[config.mk]
export PLATFORM = sky130hd
export DESIGN_NAME = mux4_rr_arb_flat
export DESIGN_NICKNAME = d
export VERILOG_FILES = /design/src/rtl/mux4_rr_arb_if.sv /design/src/rtl/mux4_rr_arb.sv /design/src/flat_wrapper.sv
export SDC_FILE = /design/constraint.sdc
export NUM_CORES = 1
export LEC_CHECK = 0
export ABC_CLOCK_PERIOD_IN_PS = 10700
export CAP_MARGIN = 20
export CORE_AREA = 8 8 72 74
export DETAILED_ROUTE_END_ITERATION = 6
export DIE_AREA = 0 0 80 82
export PLACE_DENSITY = 0.84
export SYNTH_ARGS = -nofsm -noshare
export SYNTH_HDL_FRONTEND = slang
export SYNTH_SLANG_ARGS = --single-unit
[constraint.sdc]
create_clock -name clk -period 10.7 [get_ports clk]
set_clock_uncertainty 0.1 [all_clocks]
set_input_delay 2.675 -clock clk [delete_from_list [all_inputs] [get_ports clk]]
set_output_delay 2.675 -clock clk [all_outputs]
set_load 0.02 [all_outputs]
[src/rtl/mux4_rr_arb_if.sv]
// Handshake bundle between the four requesters, the round-robin arbiter and
// the downstream consumer.
//   req       : request vector, bit i belongs to requester i
//   a,b,c,d   : operands of requesters 0..3
//   gnt       : one-hot same-cycle grant (operand captured at this edge)
//   out_vld   : output slot holds a valid word
//   out_rdy   : consumer accepts the word this cycle
//   out_data  : registered selected word
//   out_src   : index of the requester that produced out_data
// master = requesters + consumer side, slave = arbiter side.
interface mux4_rr_arb_if #(
  parameter int W = 16
);
  logic [3:0]   req;
  logic [W-1:0] a;
  logic [W-1:0] b;
  logic [W-1:0] c;
  logic [W-1:0] d;
  logic [3:0]   gnt;
  logic         out_vld;
  logic         out_rdy;
  logic [W-1:0] out_data;
  logic [1:0]   out_src;

  modport master (
    output req, a, b, c, d, out_rdy,
    input  gnt, out_vld, out_data, out_src
  );

  modport slave (
    input  req, a, b, c, d, out_rdy,
    output gnt, out_vld, out_data, out_src
  );
endinterface

[src/rtl/mux4_rr_arb.sv]
// Round-robin arbiter and registered output slot for the shared 4:1 select
// datapath. Each cycle at most one requester wins; its operand is captured
// into a one-entry valid/ready slot. A winner may keep priority for up to
// BURST consecutive beats before the pointer rotates past it.
// Ports:
//   clk  : rising-edge clock
//   rst  : synchronous active-high reset
//   bus  : mux4_rr_arb_if.slave (req, a..d, gnt, out_vld/out_rdy,
//          out_data, out_src)
// BURST legal range 1..15; W is the data width and must match bus.W.
module mux4_rr_arb #(
  parameter int BURST = 4,
  parameter int W     = 16
) (
  input  logic            clk,
  input  logic            rst,
  mux4_rr_arb_if.slave    bus
);

  typedef enum logic {
    EMPTY = 1'b0,
    FULL  = 1'b1
  } slot_e;

  localparam logic [3:0] BURST_L = 4'(BURST);

  slot_e        slot_q, slot_d;
  logic [1:0]   ptr_q, ptr_d;
  logic [1:0]   owner_q, owner_d;
  logic [3:0]   cnt_q, cnt_d;
  logic [W-1:0] data_q, data_d;
  logic [1:0]   src_q, src_d;

  logic         load;
  logic         found;
  logic [1:0]   win;
  logic [1:0]   idx;
  logic [3:0]   cnt_n;
  logic [W-1:0] sel;

  // Priority search starting at ptr and wrapping modulo 4.
  always_comb begin
    found = 1'b0;
    win   = ptr_q;
    idx   = '0;
    for (int unsigned i = 0; i < 4; i++) begin
      idx = ptr_q + 2'(i);
      if (!found && bus.req[idx]) begin
        found = 1'b1;
        win   = idx;
      end
    end
  end

  always_comb begin
    unique case (win)
      2'd0:    sel = bus.a;
      2'd1:    sel = bus.b;
      2'd2:    sel = bus.c;
      default: sel = bus.d;
    endcase
  end

  always_comb begin
    load    = (slot_q == EMPTY) || bus.out_rdy;
    cnt_n   = ((win == owner_q) && (cnt_q != '0)) ? cnt_q + 4'd1 : 4'd1;

    slot_d  = slot_q;
    ptr_d   = ptr_q;
    owner_d = owner_q;
    cnt_d   = cnt_q;
    data_d  = data_q;
    src_d   = src_q;
    bus.gnt = '0;

    if (load) begin
      if (found) begin
        bus.gnt[win] = !rst;
        slot_d       = FULL;
        data_d       = sel;
        src_d        = win;
        owner_d      = win;
        // Pointer parks on the winner so it keeps priority until the burst
        // completes; only then does it move past the winner.
        if (cnt_n == BURST_L) begin
          ptr_d = win + 2'd1;
          cnt_d = '0;
        end else begin
          ptr_d = win;
          cnt_d = cnt_n;
        end
      end else begin
        slot_d = EMPTY;
        cnt_d  = '0;
      end
    end
  end

  always_ff @(posedge clk) begin
    if (rst) begin
      slot_q  <= EMPTY;
      ptr_q   <= '0;
      owner_q <= '0;
      cnt_q   <= '0;
      data_q  <= '0;
      src_q   <= '0;
    end else begin
      slot_q  <= slot_d;
      ptr_q   <= ptr_d;
      owner_q <= owner_d;
      cnt_q   <= cnt_d;
      data_q  <= data_d;
      src_q   <= src_d;
    end
  end

  assign bus.out_vld  = (slot_q == FULL);
  assign bus.out_data = data_q;
  assign bus.out_src  = src_q;

endmodule

[src/flat_wrapper.sv]
// flat-port wrapper written by rule: the top's interface ports become plain ports
module mux4_rr_arb_flat 
#(
  parameter int BURST = 4,
  parameter int W     = 16
)
  (clk, rst, bus_req, bus_a, bus_b, bus_c, bus_d, bus_out_rdy, bus_gnt, bus_out_vld, bus_out_data, bus_out_src);
  mux4_rr_arb_if #(.W(W)) bus_i ();
  input  logic clk;
  input  logic rst;
  input wire logic [$bits(bus_i.req)-1:0] bus_req;
  input wire logic [$bits(bus_i.a)-1:0] bus_a;
  input wire logic [$bits(bus_i.b)-1:0] bus_b;
  input wire logic [$bits(bus_i.c)-1:0] bus_c;
  input wire logic [$bits(bus_i.d)-1:0] bus_d;
  input wire logic [$bits(bus_i.out_rdy)-1:0] bus_out_rdy;
  output wire logic [$bits(bus_i.gnt)-1:0] bus_gnt;
  output wire logic [$bits(bus_i.out_vld)-1:0] bus_out_vld;
  output wire logic [$bits(bus_i.out_data)-1:0] bus_out_data;
  output wire logic [$bits(bus_i.out_src)-1:0] bus_out_src;
  assign bus_i.req = bus_req;
  assign bus_i.a = bus_a;
  assign bus_i.b = bus_b;
  assign bus_i.c = bus_c;
  assign bus_i.d = bus_d;
  assign bus_i.out_rdy = bus_out_rdy;
  assign bus_gnt = bus_i.gnt;
  assign bus_out_vld = bus_i.out_vld;
  assign bus_out_data = bus_i.out_data;
  assign bus_out_src = bus_i.out_src;
  mux4_rr_arb #(.BURST(BURST), .W(W)) u_core (.clk(clk), .rst(rst), .bus(bus_i));
endmodule
# Yosys cells after proc, flatten, opt, wreduce, memory -nomap -nowiden
# Cells that the tools add are included.
# totals
register_bits	25
inputBits	71
out_inout_bits	23
word_cells	60
# classes
addsub	5
magnitude_cmp	6
eq_ne	4
n_mux	25
bitwise_logic	2
reduce_logical	13
# op_table
op	count
case mux 16 bit (3 select lines)	1
two-way mux 4 bit	5
less-than comparator 2 x 3 -> 1 bit (second input constant)	5
two-way mux 1 bit	10
binary-select mux 1 bit (select 2 bit)	4
two-way mux 2 bit	4
logical AND 1 bit	5
adder 2 x 1 -> 2 bit (second input constant)	2
adder 2 bit (second input constant)	2
adder 4 x 1 -> 4 bit (second input constant)	1
bitwise AND 4 bit	1
== test 4 x 3 -> 1 bit (second input constant)	1
logical NOT 1 bit	4
nonzero test 4 bit	1
demux 1 bit (select 2 bit)	1
== test 2 x 1 -> 1 bit (second input constant)	1
== test 2 bit	1
== test 2 bit (second input constant)	1
greater-or-equal comparator 2 x 1 -> 1 bit (second input constant)	1
logical NOT 2 bit	1
AND reduction 2 bit	1
logical OR 1 bit	1
inverter 1 bit	1

# Longest topological paths before layout
# Gate-level depths: netlist of run 1.
# depth
ltp_word	19
ltp_mapped	11
ltp_nobuf	9

# Worst setup path after synthesis of run 1
# OpenSTA, ideal clock, no wires.
# synth_timing
kind	in2out
start	in bus_req[2]
end	out bus_gnt[1]
arrival_time_ps	4439
t_required_ps	7925
setup_slack_ps	3486
path_stages	8
n_path_buf	2
path_cell_list	nor2b_1 > o21a_1 > or3_1 > inv_1 > ha_1 > clkbuf_1 > clkbuf_1 > and2_1
# synth_via
elab_chain_cells	19
elab_cells_between_ends	29
classes_between	order compare (2); mux (19); bitwise (1); reduce/logical (7)
# synth_lines
item	line	rtl
start, declared	flat_wrapper.sv:11	input wire logic [$bits(bus_i.req)-1:0] bus_req;
binary-select mux 1 bit (select 2 bit)	mux4_rr_arb.sv:48	if (!found && bus.req[idx]) begin
two-way mux 1 bit (not written as such)	mux4_rr_arb.sv:48	
two-way mux 1 bit	mux4_rr_arb.sv:48	
logical NOT 1 bit	mux4_rr_arb.sv:48	
logical AND 1 bit	mux4_rr_arb.sv:48	
two-way mux 1 bit	mux4_rr_arb.sv:48	
logical NOT 1 bit	mux4_rr_arb.sv:48	
logical AND 1 bit	mux4_rr_arb.sv:48	
[... 4 more ...]	-	
net u_core.win[0]	mux4_rr_arb.sv:36	logic [1:0] win;
less-than comparator 2 x 3 -> 1 bit (not written as such) or greater-or-equal comparator 2 x 1 -> 1 bit (tied branches)	mux4_rr_arb.sv:78	bus.gnt[win] = !rst;
logical AND 1 bit (not written as such)	mux4_rr_arb.sv:78	
two-way mux 1 bit (not written as such)	mux4_rr_arb.sv:78	
demux 1 bit (select 2 bit) (*)	-	
bitwise AND 4 bit (no source line) (*)	-	
two-way mux 4 bit (*)	mux4_rr_arb.sv:77	if (found) begin
two-way mux 4 bit (*)	mux4_rr_arb.sv:76	if (load) begin
end, declared	flat_wrapper.sv:17	output wire logic [$bits(bus_i.gnt)-1:0] bus_gnt;
# Mark *: on every way through the listed nets, which the timed path passes. The rest lies on a longest branch. The select of a mux whose other input is x is not followed.

# Worst setup path in the final report of run 1
# layout_timing
start	in bus_req[0]
end	out bus_gnt[1]
# Same word-level chain as after synthesis.

==> impl_metrics.env, run 1 <==
export IMPL_status="completed"
export IMPL_drcViolationCount=0
export IMPL_dp_cells=349
export IMPL_met3_usage=0.0678
export IMPL_peakVddDrop_mv=0.0512
export IMPL_post_drt_wl_per_cell_microns=15.9
export IMPL_synth_adder_area_share=0.0542
export IMPL_final_setup_viol_count=0
export IMPL_synth_warnings=0
export IMPL_slew_limit_headroom=0.332
export IMPL_yosys_area_share_simple=0.290
export IMPL_synth_area_sq_um=1620
export IMPL_nets=380
export IMPL_crit_path_end_kind="output port"
export IMPL_grt_most_used_layer="met2"
export IMPL_critPathKind="input port to output port"
export IMPL_ys_seq_elements=25
export IMPL_ys_seq_area_frac=0.310
export IMPL_initial_core_util=0.390
export IMPL_slowest_delay_ps=600
export IMPL_path_common_cell="clkdlybuf4s50_1"
export IMPL_whs_ps=353
export IMPL_dpl_hpwl_microns=4420
export IMPL_syn_num_nets=297
export IMPL_cts_hold_buf=0
export IMPL_synth_edf_count=0
export IMPL_viasPerCell=5.32
export IMPL_cts_setup_buffers=0
export IMPL_core_sq_um=4140
export IMPL_antenna_found_initial=0
export IMPL_die_width_microns=80
export IMPL_hold_violations=0
export IMPL_clk_insertion_delay_late_ps=280
export IMPL_ant_nets=0
export IMPL_p_total_uw=304
export IMPL_drt_wl_total_microns=5620
export IMPL_grtUsageMet1=0.190
export IMPL_fin_ws_ps=2410
export IMPL_ys_top_cells_by_area="dfxtp_1 (31%), nand2_1 (13%), a222oi_1 (9.9%)"
export IMPL_synth_avg_cell_area_sq_um=7.38
export IMPL_clock_tree_buffer_depth=2
export IMPL_ioPinCount=94
export IMPL_arrival_ps=5520
export IMPL_worst_pin_slew_ps=999
export IMPL_drv_cap=0
export IMPL_n_antenna_cell=0
export IMPL_setup_tns_ps=0
export IMPL_dr_pass1_iters=5
export IMPL_grt_max_degree=33
export IMPL_synth_xor_area_frac=0.00542
export IMPL_num_vias=1878
export IMPL_path_max_fanout=17
export IMPL_synth_top_family_by_area="simple AND/OR/NAND/NOR gates"
export IMPL_rsz0062_at_grt="no"
export IMPL_final_cell_mix="clkdlybuf4s50_1 (93), nand2_1 (56), dfxtp_1 (25)"
export IMPL_clk_pin_slew_ps=90
export IMPL_p_per_area_nw_per_um2=117
export IMPL_met2_usage=0.287
export IMPL_path_cells="clkdlybuf4s50_1 > nor2b_1 > o21a_1 > or3_1 > inv_1 > ha_1 > and2_1 > clkdlybuf4s50_1"
export IMPL_grt_ovfl_total=0
export IMPL_synthMuxAreaShare=0.00930
export IMPL_synth_distinct_cells=36
export IMPL_ys_async_sr_fraction=0
export IMPL_drv_slew=0
export IMPL_synth_compound_gate_area_share=0.282
export IMPL_final_cell_count_no_fill=353
export IMPL_grt_pass1_vias=1924
export IMPL_cts_sinks=25
export IMPL_clock_root_buffer="clkbuf_8"
export IMPL_p_leak_nw=0.949
export IMPL_die_area_sq_um=6560
export IMPL_synth_top_area_frac=0.310
export IMPL_die_h_microns=82
export IMPL_synthCells=219
export IMPL_cts_tree="built"
export IMPL_drive_above_1_share=0.0365
export IMPL_startpoint_type="input port"
export IMPL_place_ws_ps=2400
export IMPL_worstHoldPathType="flip-flop to flip-flop"
export IMPL_cts_made_buffers=3
export IMPL_ys_flop_type="dfxtp_1"
export IMPL_syn_to_final_growth_pct=61.4
export IMPL_track_usage=0.171
export IMPL_fp_row_count=24
export IMPL_period_share=0.775
export IMPL_cts_resized=0
export IMPL_grt_first_pass_wirelength_microns=9010
export IMPL_period_needed_ps=8290
export IMPL_fmax_ghz=0.121
export IMPL_h_tree_depth=1
export IMPL_required_ps=7930
export IMPL_mostFrequentLayoutCell="clkdlybuf4s50_1"
export IMPL_place_congestion=0.801
export IMPL_drt_iter0_drc=179
export IMPL_numPortBuffers=93
export IMPL_synth_largest_area_cell="dfxtp_1"
export IMPL_cp_slowest_cell="clkdlybuf4s50_1"
stage by stage:
stage / area, sq um / util
floorplan: 1620 / -
global placement: 2560 / 0.617
detailed placement: 2560 / 0.617
CTS: 2610 / 0.629
global route: 2610 / 0.629
finish: 2610 / 0.629
final timing paths:
kind	start	endpoint	slack [ps]	depth (start not counted)
setup reg to reg	u_core.ptr_q[0]	u_core.bus.out_data[5]	7920	8
hold reg to reg	u_core.bus.out_data[15]	u_core.bus.out_data[15]	350	2
hold / removal	u_core.bus.out_data[15]	u_core.bus.out_data[15]	350	2
setup / recovery	bus_req[0]	bus_gnt[1]	2410	8
where the power goes:
part           switching [mW]  internal [mW]
combinational          0.0664         0.0673
sequential            0.00696          0.104
clock                  0.0335         0.0265
total                   0.107          0.197
layer usage:
| metal | vias up | routed length, microns | part of all wire |
|---|---|---|---|
| met3 | 13 | 533 | 0.095 |
| met1 | 842 | 2310 | 0.41 |
| met5 | - | 0 | 0 |
| met2 | 71 | 2640 | 0.47 |
| li1 | 952 | - | - |
| met4 | 0 | 134 | 0.024 |
synthesized netlist by cell type, types with 2 or more instances:
library cell	n
nand3_1	2
ha_1	7
nor3_1	3
a21oi_1	24
o21ai_0	16
clkbuf_1	16
nand4_1	2
or2_1	2
dfxtp_1	25
o211ai_1	2
nand2_1	56
a31o_1	3
a311oi_1	2
nor4b_1	2
inv_1	5
nor2b_1	5
nand3b_1	2
a222oi_1	16
nor2_1	7
and2_1	6
logic make-up (layout without fill, tap and decap cells):
kind of cell | Yosys count | count (layout)
xor+xnor | 1 | 1
flops | 25 | 25
fa+ha+maj | 7 | 7
buf+inv | 21 | 103
mux | 1 | 1
simple gates | 96 | 96
compound gates | 68 | 68
flip-flops by register name, indices dropped and copies added, names as in the netlist:
| signal | flops |
|---|---|
| u_core.bus.out_data | 16 |
| u_core.bus.out_vld | 1 |
| u_core.cnt_q | 4 |
| u_core.owner_q | 2 |
| u_core.ptr_q | 2 |
worst max-delay path: cells and delay by family:
family,cells,cell delay (ps)
and+or+nand+nor,3,830
buffers and inverters,3,1250
adders and majority gates,1,560
AOI/OAI and AO/OA,1,210
cell type report:
| cell class | count | area [sq um] |
|---|---|---|
| clock buffers | 3 | 41.3 |
| clock inverters | 1 | 7.51 |
| fillers | 366 | 1540 |
| inverters | 5 | 18.8 |
| multi-input cells | 173 | 1040 |
| flip-flops and latches | 25 | 500 |
| well taps | 52 | 65.1 |
| repair buffers | 94 | 938 |
(Power assumes the default switching activity.)
==> run 2, diff against run 1 <==
--- a/config.mk
+++ b/config.mk
@@ -5,12 +5,12 @@
 export SDC_FILE = /design/constraint.sdc
 export NUM_CORES = 1
 export LEC_CHECK = 0
-export ABC_CLOCK_PERIOD_IN_PS = 10700
+export ABC_CLOCK_PERIOD_IN_PS = 7300
 export CAP_MARGIN = 20
-export CORE_AREA = 8 8 72 74
+export CORE_AREA = 8 8 78 80
 export DETAILED_ROUTE_END_ITERATION = 6
-export DIE_AREA = 0 0 80 82
-export PLACE_DENSITY = 0.84
+export DIE_AREA = 0 0 86 88
+export PLACE_DENSITY = 0.75
 export SYNTH_ARGS = -nofsm -noshare
 export SYNTH_HDL_FRONTEND = slang
 export SYNTH_SLANG_ARGS = --single-unit
==> constraint.sdc (replaced) <==
create_clock -name clk -period 7.3 [get_ports clk]
set_clock_uncertainty 0.1 [all_clocks]
set_input_delay 1.825 -clock clk [delete_from_list [all_inputs] [get_ports clk]]
set_output_delay 1.825 -clock clk [all_outputs]
set_load 0.02 [all_outputs]
==> run 2 against run 1 <==
Via count rose by 1.3%. First-iteration DRC count fell by 39%. Sequential share of layout area down 0.41 points. Worst setup slack got worse by 1400 ps.
==> impl_metrics.env, run 2 (synthesis results as in run 1) <==
export IMPL_drv_slew=0
export IMPL_topRoutingLayerUsed="met4"
export IMPL_met1_length_microns=2320
export IMPL_core_sq_um=4910
export IMPL_p_per_area_nw_per_um2=166
export IMPL_worstHoldPathType="flip-flop to flip-flop"
export IMPL_grt_max_degree=33
export IMPL_mostFrequentLayoutCell="clkdlybuf4s50_1"
export IMPL_die_h_microns=88
export IMPL_cts_made_buffers=3
export IMPL_crit_path_end_kind="output port"
export IMPL_worst_pin_slew_ps=912
export IMPL_dpl_hpwl_microns=4470
export IMPL_ant_nets=0
export IMPL_placed_area_sq_um=2620
export IMPL_track_usage=0.152
export IMPL_grt_ovfl_total=0
export IMPL_setup_tns_ps=0
export IMPL_post_drt_wl_per_cell_microns=15.1
export IMPL_cts_resized=0
export IMPL_arrival_ps=4410
export IMPL_dr_pass1_iters=6
export IMPL_critPathKind="input port to output port"
export IMPL_place_ws_ps=988
export IMPL_cts_tree="built"
export IMPL_slew_limit_headroom=0.392
export IMPL_fmax_ghz=0.158
export IMPL_hold_violations=0
export IMPL_numPortBuffers=93
export IMPL_antenna_found_initial=0
export IMPL_rsz0062_at_grt="no"
export IMPL_period_needed_ps=6340
export IMPL_die_area_sq_um=7570
export IMPL_status="completed"
export IMPL_fin_ws_ps=963
export IMPL_n_antenna_cell=0
export IMPL_final_cell_count_no_fill=376
export IMPL_required_ps=5380
export IMPL_drcViolationCount=0
export IMPL_cts_hold_buf=0
export IMPL_viasPerCell=5.06
export IMPL_drv_cap=0
export IMPL_ioPinCount=94
export IMPL_fp_row_count=26
export IMPL_period_share=0.868
export IMPL_fin_util=0.542
export IMPL_cts_setup_buffers=0
export IMPL_clock_tree_buffer_depth=2
export IMPL_drt_iter0_drc=109
export IMPL_place_congestion=0.769
export IMPL_initial_core_util=0.329
export IMPL_clk_pin_slew_ps=90
export IMPL_clock_root_buffer="clkbuf_8"
export IMPL_wl_met3_microns=377
export IMPL_grt_pass1_vias=1891
export IMPL_final_setup_viol_count=0
export IMPL_dr_wl_met2_microns=2940
export IMPL_cts_sinks=25
export IMPL_final_cell_mix="clkdlybuf4s50_1 (93), nand2_1 (56), dfxtp_1 (25)"
export IMPL_syn_to_final_growth_pct=64.9
export IMPL_final_area_sq_um=2660
export IMPL_dp_cells=372
export IMPL_path_max_fanout=17
export IMPL_num_vias=1902
export IMPL_largest_reg_flops=16
export IMPL_drive_above_1_share=0.0490
export IMPL_startpoint_type="input port"
export IMPL_clk_insertion_delay_late_ps=270
export IMPL_nets=385
export IMPL_grt_first_pass_wirelength_microns=9290
export IMPL_peakVddDrop_mv=0.0927
export IMPL_die_width_microns=86
export IMPL_p_leak_nw=0.975
export IMPL_drt_wl_total_microns=5690
export IMPL_h_tree_depth=1
==> run 2: cell types whose count changed in the layout (fill, tap and decap cells not counted) <==
cell,change
clkinvlp_4,-1
clkbuf_1,+1
buf_4,+5
==> run 2: where the power goes <==
group	switching, mW	leakage, nW	internal, mW	total, mW
sequential	0.00969	0.206	0.152	0.161
combinational	0.0965	0.747	0.101	0.198
clock	0.0449	0.0228	0.0390	0.0839
==> run 2: area by class of cell <==
class	count	area, sq um
flip-flops and latches	25	500
well taps	70	87.6
multi-input cells	173	1040
fillers	494	2250
inverters	5	18.8
repair buffers	99	976
clock buffers	4	45.0
==> run 2: final timing paths <==
check / start / endpoint / slack, ps / cells after the start
max: bus_req[0] / bus_gnt[1] / 960 / 9
min: u_core.bus.out_data[2] / u_core.bus.out_data[2] / 350 / 2
min reg2reg: u_core.bus.out_data[2] / u_core.bus.out_data[2] / 350 / 2
max reg2reg: u_core.ptr_q[0] / u_core.bus.out_data[1] / 4550 / 8
==> run 2: metal layers <==
| metal | up-vias | global-route usage |
|---|---|---|
| met3 | 4 | 0.0488 |
| li1 | 964 | - |
| met2 | 50 | 0.275 |
| met1 | 884 | 0.170 |
| met4 | 0 | 0.0271 |
| met5 | - | 0 |
==> run 2: worst max-delay path, cell delays in order <==
cell	delay, ps
clkdlybuf4s50_1	490
nor2b_1	170
o21a_1	200
or3_1	440
inv_1	160
ha_1	160
buf_4	210
and2_1	150
clkdlybuf4s50_1	600
==> run 2: metrics by stage <==
stage | power, mW | hold WS (ps)
2_1_floorplan | 0.269 | 379
3_3_place_gp | 0.362 | 339
3_5_place_dp | 0.363 | 344
4_1_cts | 0.447 | 357
5_1_grt | 0.470 | 379
6_report | 0.443 | 353
==> run 3, diff against run 2 <==
--- a/config.mk
+++ b/config.mk
@@ -6,11 +6,12 @@
 export NUM_CORES = 1
 export LEC_CHECK = 0
 export ABC_CLOCK_PERIOD_IN_PS = 7300
-export CAP_MARGIN = 20
+export CAP_MARGIN = 30
 export CORE_AREA = 8 8 78 80
 export DETAILED_ROUTE_END_ITERATION = 6
 export DIE_AREA = 0 0 86 88
 export PLACE_DENSITY = 0.75
+export RECOVER_POWER = 25
 export SYNTH_ARGS = -nofsm -noshare
 export SYNTH_HDL_FRONTEND = slang
 export SYNTH_SLANG_ARGS = --single-unit
==> run 3 against run 2 <==
Non-clock buffer count unchanged. Die area unchanged. Worst hold slack got worse by 3.8 ps. Fmax decreased by 0.48%. Sequential power about the same. Largest cell class unchanged.
==> impl_metrics.env, run 3 (synthesis results as in run 1) <==
export IMPL_p_leak_nw=1.00
export IMPL_die_h_microns=88
export IMPL_track_usage=0.152
export IMPL_p_per_area_nw_per_um2=165
export IMPL_dr_pass1_iters=4
export IMPL_core_sq_um=4910
export IMPL_met2_usage=0.275
export IMPL_worst_pin_slew_ps=910
export IMPL_viasPerCell=5.03
export IMPL_drv_cap=0
export IMPL_die_width_microns=86
export IMPL_final_area_sq_um=2660
export IMPL_drive_above_1_share=0.0490
export IMPL_drcViolationCount=0
export IMPL_whs_ps=349
export IMPL_grt_max_degree=33
export IMPL_ioPinCount=94
export IMPL_clk_pin_slew_ps=90
export IMPL_p_total_uw=440
export IMPL_final_cell_mix="clkdlybuf4s50_1 (81), nand2_1 (56), dfxtp_1 (25)"
export IMPL_n_antenna_cell=0
export IMPL_drt_iter0_drc=110
export IMPL_cts_tree="built"
export IMPL_clk_insertion_delay_late_ps=270
export IMPL_placed_area_sq_um=2620
export IMPL_largest_reg_flops=16
export IMPL_clock_tree_buffer_depth=2
export IMPL_grt_ovfl_total=0
export IMPL_fmax_ghz=0.157
export IMPL_cts_sinks=25
export IMPL_peakVddDrop_mv=0.0924
export IMPL_fp_row_count=26
export IMPL_status="completed"
export IMPL_cts_hold_buf=0
export IMPL_period_share=0.872
export IMPL_drt_wl_total_microns=5690
export IMPL_startpoint_type="input port"
export IMPL_grt_pass1_vias=1891
export IMPL_grt_most_used_layer="met2"
export IMPL_cts_setup_buffers=0
export IMPL_worstHoldPathType="flip-flop to flip-flop"
export IMPL_dpl_hpwl_microns=4470
export IMPL_met3_usage=0.0488
export IMPL_initial_core_util=0.329
export IMPL_clock_root_buffer="clkbuf_8"
export IMPL_slew_limit_headroom=0.393
export IMPL_arrival_ps=4440
export IMPL_num_vias=1893
export IMPL_rsz0062_at_grt="no"
export IMPL_required_ps=5380
export IMPL_critPathKind="input port to output port"
export IMPL_period_needed_ps=6370
export IMPL_mostFrequentLayoutCell="clkdlybuf4s50_1"
export IMPL_drv_slew=0
export IMPL_path_max_fanout=17
export IMPL_cts_made_buffers=3
export IMPL_reg2reg_slack_ps=4560
export IMPL_die_area_sq_um=7570
export IMPL_numPortBuffers=93
export IMPL_h_tree_depth=1
export IMPL_nets=385
export IMPL_antenna_found_initial=0
export IMPL_final_setup_viol_count=0
export IMPL_crit_path_end_kind="output port"
export IMPL_fillCellCount=494
export IMPL_setup_tns_ps=0
export IMPL_syn_to_final_growth_pct=64.9
export IMPL_ant_nets=0
export IMPL_grtUsageMet1=0.170
export IMPL_cts_resized=0
export IMPL_post_drt_wl_per_cell_microns=15.1
export IMPL_hold_violations=0
export IMPL_place_congestion=0.769
export IMPL_grt_first_pass_wirelength_microns=9290
run 3: cell types whose count changed in the layout (fill, tap and decap cells not counted), sizes merged:
| cell | before | now |
|---|---|---|
| clkdlybuf4s50 | 93 | 81 |
| dlygate4sd3 | 0 | 12 |
run 3: final cells by class:
| type | count | area [sq um] | area share |
|---|---|---|---|
| Multi-Input combinational cell | 173 | 1040 | 0.389 |
| Timing Repair Buffer | 99 | 976 | 0.366 |
| Sequential cell | 25 | 500 | 0.188 |
| Tap cell | 70 | 87.6 | 0.0329 |
| Clock buffer | 4 | 45.0 | 0.0169 |
| Inverter | 5 | 18.8 | 0.00705 |
run 3: worst paths after layout:
kind | cells past startpoint | start | endpoint
setup / recovery | 9 | bus_req[3] | bus_gnt[1]
hold / removal | 2 | u_core.bus.out_data[2] | u_core.bus.out_data[2]
setup reg to reg | 8 | u_core.ptr_q[0] | u_core.bus.out_data[1]
hold reg to reg | 2 | u_core.bus.out_data[2] | u_core.bus.out_data[2]
run 3: per-layer routing:
metal,wire length [microns],vias to the layer above,part of all wire
li1,-,963,-
met2,2950,54,0.52
met3,408,4,0.072
met4,54,0,0.0095
met1,2270,872,0.40
met5,0,-,0
run 3: critical path: stages:
cell and delay, ps:
dlygate4sd3_1 620, o21bai_1 140, a21oi_1 110, or3_1 470, inv_1 160, ha_1 160
buf_4 210, and2_1 150, clkdlybuf4s50_1 600
run 3: through the flow:
| stage | std cells | util | setup WS [ps] |
|---|---|---|---|
| floorplan | 219 | - | 1790 |
| global placement | 372 | 0.533 | 1010 |
| detailed placement | 372 | 0.533 | 988 |
| CTS | 376 | 0.542 | 977 |
| global route | 376 | 0.542 | 782 |
| finish | 376 | 0.542 | 932 |
run 3: power breakdown:
group          switching (mW)  leakage (nW)  internal [mW]  total (mW)
sequential            0.00934         0.206          0.152       0.161
combinational          0.0961         0.773         0.0984       0.195
clock                  0.0450        0.0228         0.0390      0.0840
